`src/rtl/hs_pkg.sv`:
```
// Shared definitions for the toggle-handshake bus receiver: defaults, counter width, FSM states.
package hs_pkg;
  localparam int HS_SYNC_STAGES_DEF = 2;
  localparam int HS_CNT_WIDTH       = 16;

  typedef enum logic {
    IDLE  = 1'b0,
    STALL = 1'b1
  } hs_state_t;
endpackage

```
`src/rtl/sync_bit.sv`:
```
// Purpose: single-bit multi-flop synchroniser into the local clock domain.
// Latency: STAGES edges from input sample to output.
// Backpressure: none; samples every edge.
module sync_bit #(
  parameter int STAGES = 2
) (
  input  logic clk,
  input  logic rst,
  input  logic d,
  output logic q
);

  logic [STAGES-1:0] sync_q;

  always_ff @(posedge clk or posedge rst) begin
    if (rst) begin
      sync_q <= '0;
    end else begin
      sync_q <= {sync_q[STAGES-2:0], d};
    end
  end

  assign q = sync_q[STAGES-1];

endmodule

```
`src/rtl/hs_bus_receiver.sv`:
```
// Purpose: destination side of a two-phase req/ack bus crossing, with a registered valid/ready output.
// Latency: word visible SYNC_STAGES edges after the first edge sampling a new request level.
// Backpressure: a full output register holds off capture and the ack (STALL) unless KEEP_LATEST overwrites.
module hs_bus_receiver
  import hs_pkg::*;
#(
  parameter int                    DATA_WIDTH      = 16,
  parameter int                    SYNC_STAGES     = HS_SYNC_STAGES_DEF,
  parameter logic [DATA_WIDTH-1:0] OUT_RESET_VALUE = '0,
  parameter bit                    KEEP_LATEST     = 1'b0
) (
  input  logic                    i_dest_clk,
  input  logic                    i_d_rst,
  input  logic                    i_a_req,
  input  logic [DATA_WIDTH-1:0]   i_a_data,
  output logic                    o_d_ack,
  output logic                    o_d_valid,
  output logic [DATA_WIDTH-1:0]   o_d_data,
  input  logic                    i_d_ready,
  output logic                    o_d_stall,
  output logic [HS_CNT_WIDTH-1:0] o_d_xfer_cnt
);

  logic      req_s;
  logic      req_seen;
  logic      pending;
  logic      slot_free;
  logic      capture;
  hs_state_t state;

  sync_bit #(
    .STAGES (SYNC_STAGES)
  ) u_req_sync (
    .clk (i_dest_clk),
    .rst (i_d_rst),
    .d   (i_a_req),
    .q   (req_s)
  );

  assign pending   = req_s ^ req_seen;
  assign slot_free = KEEP_LATEST ? 1'b1 : (!o_d_valid || i_d_ready);
  assign capture   = pending && slot_free;

  // i_a_data is not synchronised: the source holds it until it sees our ack toggle.
  always_ff @(posedge i_dest_clk or posedge i_d_rst) begin
    if (i_d_rst) begin
      state        <= IDLE;
      req_seen     <= 1'b0;
      o_d_valid    <= 1'b0;
      o_d_data     <= OUT_RESET_VALUE;
      o_d_ack      <= 1'b0;
      o_d_stall    <= 1'b0;
      o_d_xfer_cnt <= '0;
    end else begin
      if (capture) begin
        o_d_data     <= i_a_data;
        o_d_valid    <= 1'b1;
        req_seen     <= req_s;
        o_d_ack      <= ~o_d_ack;
        o_d_xfer_cnt <= o_d_xfer_cnt + 1'b1;
      end else if (o_d_valid && i_d_ready) begin
        o_d_valid <= 1'b0;
      end

      case (state)
        IDLE: begin
          if (pending && !slot_free) begin
            state     <= STALL;
            o_d_stall <= 1'b1;
          end
        end
        STALL: begin
          if (slot_free) begin
            state     <= IDLE;
            o_d_stall <= 1'b0;
          end
        end
        default: begin
          state     <= IDLE;
          o_d_stall <= 1'b0;
        end
      endcase
    end
  end

endmodule

```
`config.mk`:
```
export PLATFORM = sky130hd
export DESIGN_NAME = hs_bus_receiver
export DESIGN_NICKNAME = d
export VERILOG_FILES = /design/src/rtl/hs_pkg.sv /design/src/rtl/sync_bit.sv /design/src/rtl/hs_bus_receiver.sv
export SDC_FILE = /design/constraint.sdc
export NUM_CORES = 1
export LEC_CHECK = 0
export ABC_CLOCK_PERIOD_IN_PS = 4000
export CAP_MARGIN = 40
export CORE_ASPECT_RATIO = 1.2
export CORE_UTILIZATION = 47
export DETAILED_ROUTE_END_ITERATION = 16
export PLACE_DENSITY = 0.83
export SYNTH_ARGS = -nofsm -noshare
export SYNTH_HDL_FRONTEND = slang
export SYNTH_SLANG_ARGS = --single-unit
```
`constraint.sdc`:
```
create_clock -name i_dest_clk -period 4 [get_ports i_dest_clk]
set_clock_uncertainty 0.05 [all_clocks]
set_input_delay 0.4 -clock i_dest_clk [delete_from_list [all_inputs] [get_ports i_dest_clk]]
set_output_delay 0.4 -clock i_dest_clk [all_outputs]
set_load 0.01 [all_outputs]
```
==> results.tsv <==
metric	value	unit
drc	0	
synth-edff-count	0	
peakVddDrop	448	uV
path_class	in2reg	
nets	191	
die-area	0.00358	sq mm
grt_pass1_wl	4820	um
cp-end-kind	flip-flop	
hold_path_depth	0	
p_clk_share	17.8	%
route.vias.total	1048	
die_x	54.8	um
drt-pass1-iter-count	4	
cts.sinks	39	
status	finished clean	
worstPathRequired	4.17	ns
yosysWarnings	0	
detail-route-antenna-nets	0	
power_switching	0.373	mW
syn_avg_cell_area	14.3	sq um
worst_r2r_endpoint	o_d_data[1]$_DFFE_PP0P_	
routed_via_density	5.06	
cts_buffers	5	
powerDensity	561	mW/mm^2
setup_slack	2.03	ns
synth_top_area_share	62.1	%
fin_area	0.00223	sq mm
rows	22	
dp_hpwl	2110	um
r2r_slack	2.13	ns
clk_path_buf_depth	2	
cts_tree	done	
power_frac_comb	35.5	%
ys_ff_latch	39	
grt_usage	19.0	%
syn-num-nets	131	
grt_pass1_vias	1083	
hold_start	u_req_sync.sync_q[0]$_DFF_PP0_	
rsz0062_at_grt	no	
clock_latency	0.34	ns
die_y	65.3	um
ys_seq_area_share	62.1	%
grt_max_degree	40	
num_io_pins	55	
cp_max_fo	18	
min_to	u_req_sync.sync_q[1]$_DFF_PP0_	
start_util	50.5	%
utilization	71.6	%
synth_most_common_cell	dfrtp_1	
core	0.00311	sq mm
placed_area	0.00216	sq mm
syn-cell-area	0.00157	sq mm
holdCritPathClass	reg2reg	
cpPeakStageDelay	0.59	ns
synth_cell_types	24	
clockRootBuffer	clkbuf_4	
grt.overflow.total	0	
seqPwrFrac	46.7	%
hold_viol	0	
synth_largest_area_cell	dfrtp_1	
setup_viol	0	
max_slew_margin	51.1	%
critPathArrivalTime	2.14	ns
portBuffers	54	
cts_setup_buffers	0	
dp.cells	199	
min_period	1.97	ns
post_cts_resized	0	
synthArstFlopShare	100	%
p_leak	0.905	nW
whs	0.320	ns
postCtsHoldBufs	0	
grt_antenna_before_repair	0	
internal_power	0.876	mW
finalNonFillerCells	207	
drv_cap	0	
layout_worst_path_cycle_share	49.2	%
fill_cells	225	
tightest_slew	0.733	ns
synthFlopType	dfrtp_1	
cts.reportedPaths.clkPinSlew	0.10	ns
fmax	0.508	GHz
routed_wl	2830	um
routedWlPerCell	13.7	um
synth.area.top_cells	dfrtp_1, mux2_1, xnor2_1	
worst_path_max_delay_cell	nor2b_1	
switching_share	29.9	%
synth_common_cells	dfrtp_1, xnor2_1, mux2_1, nand2_1	
syn_to_final_growth	41.8	%
finalPower	1.25	mW
slew_violations	0	
r2r_cells	4	
finalWeightedCongestion	0.713	
cp-start-kind	input port	
drive_gt1_share	11.1	%
num_antenna_cells	0	
cts_htree_levels	2	
r2r-start	o_d_valid$_DFFE_PP0P_	
crit_chain	clkdlybuf4s50_1 -> nor2b_1 -> nor2_2 -> buf_8 -> mux2_1	
setup_tns	0	ns
syn-instance-count	110	
first_iter_violations	15	
dpl_worst_slack	1.66	ns
[power by group through the flow]
stage | combinational, mW | sequential, mW | clock, mW
6_report | 0.444 | 0.583 | 0.222
5_1_grt | 0.478 | 0.599 | 0.245
4_1_cts | 0.451 | 0.584 | 0.231
3_5_place_dp | 0.449 | 0.590 | 0
3_3_place_gp | 0.434 | 0.584 | 0
2_1_floorplan | 0.155 | 0.627 | 0
[layout make-up]
class	count	area, sq um	share of cell area [%]
Sequential cell	39	976	43.8
Timing Repair Buffer	56	563	25.3
Inverter	2	7.51	0.337
Clock buffer	8	68.8	3.09
Tap cell	36	45.0	2.02
Multi-Input combinational cell	66	568	25.5
[kinds of logic (layout without fill, tap and decap cells)]
kind of cell	after synthesis	in the layout	share of synthesized area (%)
DFF	39	39	62.1
and+or+nand+nor	26	26	10.8
xor gates and xnor gates	18	18	10.5
muxes	18	18	12.9
buffers and inverters	5	66	1.75
AOI/OAI and AO/OA	3	3	1.11
adders and majority gates	1	1	0.796
[worst max-delay path, delay by kind of cell]
kind / cells / cell delay, ns
multiplexers: 1 / 0.32
AND/OR/NAND/NOR: 2 / 0.78
buffers and inverters: 2 / 0.63
[worst max-delay path by stage]
stage | from | endpoint | slack (ns) | cells past startpoint
detailed placement | i_d_ready | o_d_data[1]$_DFFE_PP0P_ | 1.66 | 5
CTS | i_d_ready | o_d_data[1]$_DFFE_PP0P_ | 2.02 | 5
floorplan | o_d_valid$_DFFE_PP0P_ | o_d_data[10]$_DFFE_PP0P_ | 2.44 | 5
global route | i_d_ready | o_d_data[5]$_DFFE_PP0P_ | 1.93 | 5
finish | i_d_ready | o_d_data[1]$_DFFE_PP0P_ | 2.03 | 5
global placement | i_d_ready | o_d_data[10]$_DFFE_PP0P_ | 1.57 | 4
[per-layer routing]
layer	wire, um	global-route usage [%]	share of wire (%)
met5	0	0	0
met1	1240	22.8	44
met2	1440	31.2	51
met4	24	4.81	0.85
met3	124	7.18	4.4
[registers in the layout, summed over array words and instances (netlist names)]
signal             flops
o_d_xfer_cnt          16
state                  1
o_d_data              16
o_d_valid              1
o_d_stall              1
req_seen               1
u_req_sync.sync_q      2
o_d_ack                1
[layout by cell type, fill, tap and decap left out]
cell type / count
clkdlybuf4s50_1: 54
dfrtp_1: 39
xnor2_1: 13
mux2_1: 12
nand2_1: 7
mux2_2: 6
nand4_1: 6
nand3_1: 5
clkbuf_4: 5
xor2_1: 4
inv_1: 2
clkbuf_8: 2
nor2b_1: 1
xnor2_2: 1
nor2_2: 1
nor4_4: 1
nor4b_4: 1
o21a_1: 1
and4_1: 1
nor2_1: 1
nor3_1: 1
a21oi_1: 1
o21ai_0: 1
nand2b_1: 1
ha_1: 1
clkbuf_1: 1
buf_8: 1
buf_4: 1
(Power assumes the default switching activity.)
